File: config.mk
export PLATFORM = sky130hd
export DESIGN_NAME = modulo_controle_ataque
export DESIGN_NICKNAME = d
export VERILOG_FILES = /design/src/rtl/modulo_controle_ataque_pkg.sv /design/src/rtl/modulo_debounce_botao.sv /design/src/rtl/modulo_controle_ataque.sv
export SDC_FILE = /design/constraint.sdc
export NUM_CORES = 1
export LEC_CHECK = 0
export CAP_MARGIN = 5
export CORE_MARGIN = 10
export CORE_UTILIZATION = 52
export DETAILED_ROUTE_END_ITERATION = 16
export HOLD_SLACK_MARGIN = 0.02
export PLACE_DENSITY = 0.87
export SLEW_MARGIN = 5
export SYNTH_ARGS = -nofsm -noshare
export SYNTH_HDL_FRONTEND = slang
export SYNTH_SLANG_ARGS = --single-unit
File: constraint.sdc
create_clock -name clk -period 14.55 [get_ports clk]
set_input_delay 1.455 -clock clk [delete_from_list [all_inputs] [get_ports clk]]
set_output_delay 1.455 -clock clk [all_outputs]
set_load 0.03 [all_outputs]
File: src/rtl/modulo_controle_ataque_pkg.sv
// Shared definitions for the attack controller: FSM states, 7-seg status codes,
// board dimensions and cell/bit helpers.
package modulo_controle_ataque_pkg;

    localparam int N_ROWS  = 7;
    localparam int N_COLS  = 5;
    localparam int N_CELLS = N_ROWS * N_COLS;

    localparam logic [2:0] LAST_ROW = 3'(N_ROWS - 1);
    localparam logic [2:0] LAST_COL = 3'(N_COLS - 1);

    typedef enum logic [2:0] {
        S_IDLE = 3'd0,
        S_POS  = 3'd1,
        S_ATQ  = 3'd2,
        S_VIEW = 3'd3,
        S_RES  = 3'd4,
        S_FIM  = 3'd5
    } state_t;

    localparam logic [3:0] ST_IDLE = 4'd0;
    localparam logic [3:0] ST_POS  = 4'd1;
    localparam logic [3:0] ST_ATQ  = 4'd2;
    localparam logic [3:0] ST_VIEW = 4'd3;
    localparam logic [3:0] ST_WIN  = 4'd4;
    localparam logic [3:0] ST_LOSE = 4'd5;

    // Row 0 / column 0 sits at the MSB of the 35-bit maps.
    function automatic logic [5:0] cell_idx(input logic [2:0] lin, input logic [2:0] col);
        cell_idx = 6'd34 - (({3'b000, lin} * 6'd5) + {3'b000, col});
    endfunction

    function automatic logic [5:0] popcount_map(input logic [N_CELLS-1:0] map);
        logic [5:0] acc;
        acc = 6'd0;
        for (int i = 0; i < N_CELLS; i++) begin
            acc = acc + {5'b00000, map[i]};
        end
        return acc;
    endfunction

    function automatic state_t mode_state(input logic [1:0] hh);
        case (hh)
            2'b00:   mode_state = S_IDLE;
            2'b01:   mode_state = S_POS;
            2'b10:   mode_state = S_ATQ;
            2'b11:   mode_state = S_VIEW;
            default: mode_state = S_IDLE;
        endcase
    endfunction

endpackage

File: src/rtl/modulo_debounce_botao.sv
// Button conditioner: 2-flop synchronizer, optional stability filter
// (CONTROLE_ATAQUE_DEBOUNCE_EN) and rising-edge detector producing a press pulse.
module modulo_debounce_botao #(
    parameter int DEB_CYCLES = 16
) (
    input  logic clk,
    input  logic clr,
    input  logic btn,
    output logic press
);

    logic sync1_r;
    logic sync2_r;
    logic level_s;
    logic prev_r;

    // Two-stage synchronizer for the asynchronous button input.
    always_ff @(posedge clk) begin
        if (!clr) begin
            sync1_r <= 1'b0;
            sync2_r <= 1'b0;
        end else begin
            sync1_r <= btn;
            sync2_r <= sync1_r;
        end
    end

`ifdef CONTROLE_ATAQUE_DEBOUNCE_EN
    localparam int CW = $clog2(DEB_CYCLES + 1);
    localparam logic [CW-1:0] CNT_LAST = CW'(DEB_CYCLES - 1);

    logic [CW-1:0] cnt_r;
    logic          stable_r;

    // Accept a new level only after it has differed from the accepted one for DEB_CYCLES cycles.
    always_ff @(posedge clk) begin
        if (!clr) begin
            cnt_r    <= '0;
            stable_r <= 1'b0;
        end else if (sync2_r == stable_r) begin
            cnt_r    <= '0;
        end else if (cnt_r == CNT_LAST) begin
            cnt_r    <= '0;
            stable_r <= sync2_r;
        end else begin
            cnt_r    <= cnt_r + CW'(1);
        end
    end

    assign level_s = stable_r;
`else
    assign level_s = sync2_r;
`endif

    // Previous level for rising-edge detection.
    always_ff @(posedge clk) begin
        if (!clr) begin
            prev_r <= 1'b0;
        end else begin
            prev_r <= level_s;
        end
    end

    assign press = level_s & ~prev_r;

endmodule

File: src/rtl/modulo_controle_ataque.sv
// Battleship attack controller: mode FSM, cursor, shot/hit bookkeeping.
// Optional button debounce is enabled with CONTROLE_ATAQUE_DEBOUNCE_EN.
module modulo_controle_ataque
    import modulo_controle_ataque_pkg::*;
#(
    parameter int N_SHOTS    = 15,
    parameter int DEB_CYCLES = 16
) (
    input  logic        clk,
    input  logic        clr,
    input  logic [1:0]  hh1,
    input  logic        btn_conf,
    input  logic        btn_count,
    input  logic [34:0] po_map,
    input  logic [34:0] at_map,
    output logic        po_load,
    output logic        at_clr,
    output logic        at_we,
    output logic [2:0]  cur_lin,
    output logic [2:0]  cur_col,
    output logic        res_hit,
    output logic        res_miss,
    output logic [3:0]  shots_left,
    output logic [5:0]  hits,
    output logic        game_over,
    output logic        win,
    output logic [3:0]  status
);

    localparam logic [3:0] SHOTS_INIT = 4'(N_SHOTS);

    state_t      state_r;
    state_t      state_n;
    state_t      mode_s;
    logic        conf_s;
    logic        count_s;
    logic [5:0]  cell_s;
    logic        hit_s;
    logic [2:0]  adv_lin_s;
    logic [2:0]  adv_col_s;
    logic [5:0]  ship_cells_r;
    logic [5:0]  ship_n;
    logic [2:0]  lin_n;
    logic [2:0]  col_n;
    logic [3:0]  shots_n;
    logic [5:0]  hits_n;
    logic        win_n;
    logic        over_n;
    logic        po_load_n;
    logic        at_clr_n;
    logic        at_we_n;
    logic        hit_n;
    logic        miss_n;
    logic [3:0]  status_n;

    modulo_debounce_botao #(.DEB_CYCLES(DEB_CYCLES)) u_deb_conf (
        .clk   (clk),
        .clr   (clr),
        .btn   (btn_conf),
        .press (conf_s)
    );

    modulo_debounce_botao #(.DEB_CYCLES(DEB_CYCLES)) u_deb_count (
        .clk   (clk),
        .clr   (clr),
        .btn   (btn_count),
        .press (count_s)
    );

    assign mode_s = mode_state(hh1);
    assign cell_s = cell_idx(cur_lin, cur_col);
    assign hit_s  = po_map[cell_s];

    // Row-major cursor advance with wrap at the last column and last cell.
    always_comb begin
        adv_lin_s = cur_lin;
        adv_col_s = cur_col + 3'd1;
        if (cur_col == LAST_COL) begin
            adv_col_s = 3'd0;
            if (cur_lin == LAST_ROW) begin
                adv_lin_s = 3'd0;
            end else begin
                adv_lin_s = cur_lin + 3'd1;
            end
        end else begin
            adv_col_s = cur_col + 3'd1;
        end
    end

    // Next state, next counters and next strobes.
    always_comb begin
        state_n   = state_r;
        lin_n     = cur_lin;
        col_n     = cur_col;
        shots_n   = shots_left;
        hits_n    = hits;
        ship_n    = ship_cells_r;
        win_n     = win;
        over_n    = game_over;
        po_load_n = 1'b0;
        at_clr_n  = 1'b0;
        at_we_n   = 1'b0;
        hit_n     = 1'b0;
        miss_n    = 1'b0;
        case (state_r)
            S_IDLE, S_VIEW: begin
                state_n = mode_s;
            end
            S_POS: begin
                if (mode_s != S_POS) begin
                    state_n = mode_s;
                end else if (conf_s) begin
                    po_load_n = 1'b1;
                    ship_n    = popcount_map(po_map);
                end else if (count_s) begin
                    lin_n = adv_lin_s;
                    col_n = adv_col_s;
                end else begin
                    state_n = S_POS;
                end
            end
            S_ATQ: begin
                if (mode_s != S_ATQ) begin
                    state_n = mode_s;
                end else if (conf_s) begin
                    // A confirm on an attacked cell or with no ships loaded is dropped, count included.
                    if (!at_map[cell_s] && (ship_cells_r != 6'd0)) begin
                        at_we_n = 1'b1;
                        shots_n = shots_left - 4'd1;
                        state_n = S_RES;
                    end else begin
                        state_n = S_ATQ;
                    end
                end else if (count_s) begin
                    lin_n = adv_lin_s;
                    col_n = adv_col_s;
                end else begin
                    state_n = S_ATQ;
                end
            end
            S_RES: begin
                if (hit_s) begin
                    hit_n  = 1'b1;
                    hits_n = hits + 6'd1;
                end else begin
                    miss_n = 1'b1;
                end
                if (hits_n == ship_cells_r) begin
                    state_n = S_FIM;
                    win_n   = 1'b1;
                    over_n  = 1'b1;
                end else if (shots_left == 4'd0) begin
                    state_n = S_FIM;
                    over_n  = 1'b1;
                end else begin
                    state_n = S_ATQ;
                end
            end
            S_FIM: begin
                if (hh1 == 2'b00) begin
                    state_n = S_IDLE;
                end else begin
                    state_n = S_FIM;
                end
            end
            default: begin
                state_n = S_IDLE;
            end
        endcase
        if ((state_n == S_IDLE) && (state_r != S_IDLE)) begin
            at_clr_n = 1'b1;
            shots_n  = SHOTS_INIT;
            hits_n   = 6'd0;
            win_n    = 1'b0;
            over_n   = 1'b0;
            lin_n    = 3'd0;
            col_n    = 3'd0;
        end else begin
            at_clr_n = 1'b0;
        end
    end

    // 7-seg status code derived from the state being entered.
    always_comb begin
        case (state_n)
            S_IDLE:  status_n = ST_IDLE;
            S_POS:   status_n = ST_POS;
            S_ATQ:   status_n = ST_ATQ;
            S_RES:   status_n = ST_ATQ;
            S_VIEW:  status_n = ST_VIEW;
            S_FIM:   status_n = win_n ? ST_WIN : ST_LOSE;
            default: status_n = ST_IDLE;
        endcase
    end

    // State and output registers; reset drops any result pending in S_RES.
    always_ff @(posedge clk) begin
        if (!clr) begin
            state_r      <= S_IDLE;
            cur_lin      <= 3'd0;
            cur_col      <= 3'd0;
            shots_left   <= SHOTS_INIT;
            hits         <= 6'd0;
            ship_cells_r <= 6'd0;
            win          <= 1'b0;
            game_over    <= 1'b0;
            po_load      <= 1'b0;
            at_clr       <= 1'b0;
            at_we        <= 1'b0;
            res_hit      <= 1'b0;
            res_miss     <= 1'b0;
            status       <= ST_IDLE;
        end else begin
            state_r      <= state_n;
            cur_lin      <= lin_n;
            cur_col      <= col_n;
            shots_left   <= shots_n;
            hits         <= hits_n;
            ship_cells_r <= ship_n;
            win          <= win_n;
            game_over    <= over_n;
            po_load      <= po_load_n;
            at_clr       <= at_clr_n;
            at_we        <= at_we_n;
            res_hit      <= hit_n;
            res_miss     <= miss_n;
            status       <= status_n;
        end
    end

endmodule
==> impl_metrics.env <==
export IMPL_status="finished clean"
export IMPL_hold_class="register to register"
export IMPL_drive_gt1_share_pct=5.945
export IMPL_worst_pin_slew_ns=0.9363
export IMPL_reg2regPathDepth=11
export IMPL_ys_ff_latch=41
export IMPL_min_path_cells=1
export IMPL_place_congestion=0.8706
export IMPL_routed_wirelength_um=9263
export IMPL_pwr_share_comb_pct=60.4
export IMPL_hold_end="u_deb_count.level_s$_SDFF_PN0_"
export IMPL_cts_root_buffer="clkbuf_8"
export IMPL_synthCells=373
export IMPL_worstPathArrival_ns=6.56
export IMPL_fin_setup_tns_ns=0
export IMPL_power_mw=0.4687
export IMPL_rows=29
export IMPL_crit_type="primary input to register"
export IMPL_vias=3010
export IMPL_seq_power_share_pct=24.6
export IMPL_power_share_clock_pct=15.1
export IMPL_slew_headroom_pct=37.51
export IMPL_path_max_fanout=2
export IMPL_grt_max_degree=20
export IMPL_chipHeight_um=102.2
export IMPL_dieArea_mm2=0.01045
export IMPL_num_io_pins=103
export IMPL_cp_data_required_time_ns=14.72
export IMPL_grt_use_total_pct=18.13
export IMPL_holdBufCountCts=0
export IMPL_r2r_end="status[0]$_SDFF_PN0_"
export IMPL_clockBufferDepth=2
export IMPL_wl_met1_um=3525
export IMPL_first_pass_iters=4
export IMPL_rsz0062_at_grt="false"
export IMPL_cts_buffers_inserted=5
export IMPL_p_sw_mw=0.1748
export IMPL_hold_viol=0
export IMPL_synth_edf_count=0
export IMPL_syn_to_final_growth_pct=32.18
export IMPL_drc=0
export IMPL_dr_wl_met2_um=5107
export IMPL_place_area_mm2=0.004559
export IMPL_max_cap_violations=0
export IMPL_switching_share_pct=37.29
export IMPL_top_layer="met4"
export IMPL_die_x_um=102.2
export IMPL_finalMaxSlewViolations=0
export IMPL_clock_sinks=41
export IMPL_synth_fp_nets=497
export IMPL_period_share_pct=43.95
export IMPL_wl_met3_um=419
export IMPL_cp_slowest_cell="fa_1"
export IMPL_cp_top_family="adder cells"
export IMPL_grt_pass1_vias=3249
export IMPL_fmax_mhz=156.4
export IMPL_critPathBufInv=5
export IMPL_timing_rr_start="cur_lin[0]$_SDFFE_PP0P_"
export IMPL_ys_seq_area_share_pct=23.35
export IMPL_wl_per_cell_um=16.90
export IMPL_htree_levels=2
export IMPL_antenna_left=0
export IMPL_worstSetupEndpointType="register"
export IMPL_vdd_drop_max_mv=0.2129
export IMPL_grt_ovfl_total=0
export IMPL_layout_common_cells="clkdlybuf4s50_1, inv_1, dfxtp_1"
export IMPL_leakagePower_nw=1.963
export IMPL_yosysWarnings=0
export IMPL_cts_resized=0
export IMPL_syn_area_per_cell_um2=9.423
export IMPL_worstHoldStart="u_deb_count.sync1_r$_SDFF_PN0_"
export IMPL_io_buffer_count=101
export IMPL_power_density_mw_per_mm2=100.9
export IMPL_clkSlewWorstSetupHoldPaths_ns=0.08
export IMPL_final_common_cell="clkdlybuf4s50_1"
export IMPL_crit_chain="clkdlybuf4s50_1 > fa_1 > inv_1 > fa_1 > inv_1 > fa_1 > inv_1 > fa_1 > fa_1 > fa_1 > inv_1 > fa_1 > fa_1 > a21o_1 > a21oi_1 > xnor2_1 > nor2_1 > a21oi_1 > nor2_1"
export IMPL_start_kind="primary input"
export IMPL_synth_cell_types=49
export IMPL_fin_nets=594
export IMPL_floorplan_core_area_mm2=0.006459
export IMPL_drtIter0Drc=154
export IMPL_dp_hpwl_um=7974
export IMPL_setup_violations_final=0
export IMPL_post_drt_via_cell_ratio=5.493
export IMPL_crit_top_cell="fa_1"
export IMPL_internal_power_mw=0.2939
export IMPL_cts_setup_buffers=0
export IMPL_clock_latency_ns=0.28
export IMPL_start_util_pct=54.42
export IMPL_final_min_clock_period_ns=6.395
export IMPL_synth_flop_cell="dfxtp_1"
export IMPL_antenna_found_initial=0
export IMPL_synth_cell_area_mm2=0.003515
export IMPL_cts_tree="built"
export IMPL_grt_pass1_wl_um=15080
export IMPL_design_area_mm2=0.004646
export IMPL_antenna_cells=0
export IMPL_synth_async_sr_flop_share_pct=0
export IMPL_clock_skew_ns=0.003755
export IMPL_r2r_slack_ns=10.43
export IMPL_slowest_delay_ns=0.54
## state kept, by name (all words and copies together), names as in the netlist
| signal | count |
|---|---|
| cur_lin | 3 |
| res_miss | 1 |
| game_over | 1 |
| cur_col | 3 |
| u_deb_conf.sync1_r | 1 |
| state_r | 3 |
| ship_cells_r | 6 |
| hits | 6 |
| u_deb_conf.prev_r | 1 |
| win | 1 |
| u_deb_count.sync1_r | 1 |
| at_we | 1 |
| u_deb_conf.level_s | 1 |
| u_deb_count.prev_r | 1 |
| status | 3 |
| po_load | 1 |
| res_hit | 1 |
| shots_left | 4 |
| at_clr | 1 |
| u_deb_count.level_s | 1 |
## Yosys cell counts (3+ instances only)
| master | number | area share (%) |
|---|---|---|
| inv_1 | 58 | 6.2 |
| mux4_1 | 6 | 4.5 |
| or3_1 | 7 | 1.2 |
| xnor2_1 | 9 | 2.2 |
| mux2i_1 | 7 | 2.0 |
| mux4_2 | 12 | 7.7 |
| nand3b_1 | 3 | 0.64 |
| clkbuf_1 | 6 | 0.64 |
| and3_1 | 3 | 0.53 |
| nand2b_1 | 5 | 0.89 |
| dfxtp_1 | 41 | 23 |
| o21ai_0 | 10 | 1.4 |
| nand3_1 | 9 | 1.3 |
| xor2_1 | 9 | 2.2 |
| nand2_1 | 19 | 2.0 |
| a21o_1 | 3 | 0.64 |
| or2_2 | 3 | 0.53 |
| fa_1 | 29 | 17 |
| nor2b_1 | 4 | 0.71 |
| nor3_1 | 5 | 0.71 |
| ha_1 | 19 | 6.8 |
| a21oi_1 | 25 | 3.6 |
| nand4_1 | 3 | 0.53 |
| and2_1 | 9 | 1.6 |
| nor2_1 | 36 | 3.8 |
## worst max-delay path by stage
stage	start	end	slack [ns]	depth (start not counted)
2_1_floorplan	po_map[17]	ship_cells_r[4]$_SDFFE_PN0P_	8.45	18
5_1_grt	po_map[17]	ship_cells_r[4]$_SDFFE_PN0P_	7.91	19
6_report	po_map[17]	ship_cells_r[4]$_SDFFE_PN0P_	8.15	19
4_1_cts	po_map[17]	ship_cells_r[4]$_SDFFE_PN0P_	8.15	19
3_3_place_gp	po_map[17]	ship_cells_r[4]$_SDFFE_PN0P_	7.88	19
3_5_place_dp	po_map[17]	ship_cells_r[4]$_SDFFE_PN0P_	7.85	19
## cell type report
| type | count | area (um^2) |
|---|---|---|
| Timing Repair Buffer | 101 | 1011 |
| Sequential cell | 41 | 820.8 |
| Inverter | 58 | 217.7 |
| Multi-Input combinational cell | 263 | 2414 |
| Clock buffer | 5 | 68.82 |
| Clock inverter | 3 | 17.52 |
| Tap cell | 77 | 96.34 |
| Fill cell | 472 | 1813 |
## kinds of logic after synthesis
logic type | synth area share [%]
xor gates and xnor gates | 4.486
buffers and inverters | 7.974
other | 0.1067
AOI/OAI and AO/OA | 10.15
DFF | 23.35
and+or+nand+nor | 15.84
adders and majority gates | 23.28
muxes | 14.81
## per-layer routing
layer,vias to the layer above,global-route usage [%]
met3,16,3.576
met2,76,34.86
met1,1453,19.52
met4,0,5.206
met5,-,0
li1,1465,-
## through the flow
step / util [%] / setup WS (ns) / instances / hold WS [ns]
after floorplan: - / 8.452 / 373 / 0.4119
after global placement: 70.59 / 7.885 / 540 / 0.4150
after detailed placement: 70.59 / 7.853 / 540 / 0.4203
after CTS: 71.93 / 8.148 / 548 / 0.4388
after global routing: 71.93 / 7.908 / 548 / 0.4564
final: 71.93 / 8.155 / 548 / 0.4359
## power groups by stage
stage	clock network (mW)	logic (mW)	registers, mW
after floorplan	0	0.222	0.118
after global placement	0	0.277	0.118
after detailed placement	0	0.286	0.118
after CTS	0.0719	0.286	0.115
after global routing	0.0771	0.334	0.115
final	0.0706	0.283	0.115
## worst register-to-register path: stages, from the launching register on
cell and delay, ns:
dfxtp_1 0.43, inv_1 0.09, ha_1 0.21, fa_1 1.11
mux4_1 0.44, mux2_2 0.29, a2bb2oi_1 0.14, and3_1 0.19
o221a_2 0.28, a221oi_1 0.29, nand4_1 0.27, and4b_1 0.27
(Power assumes the default switching activity.)
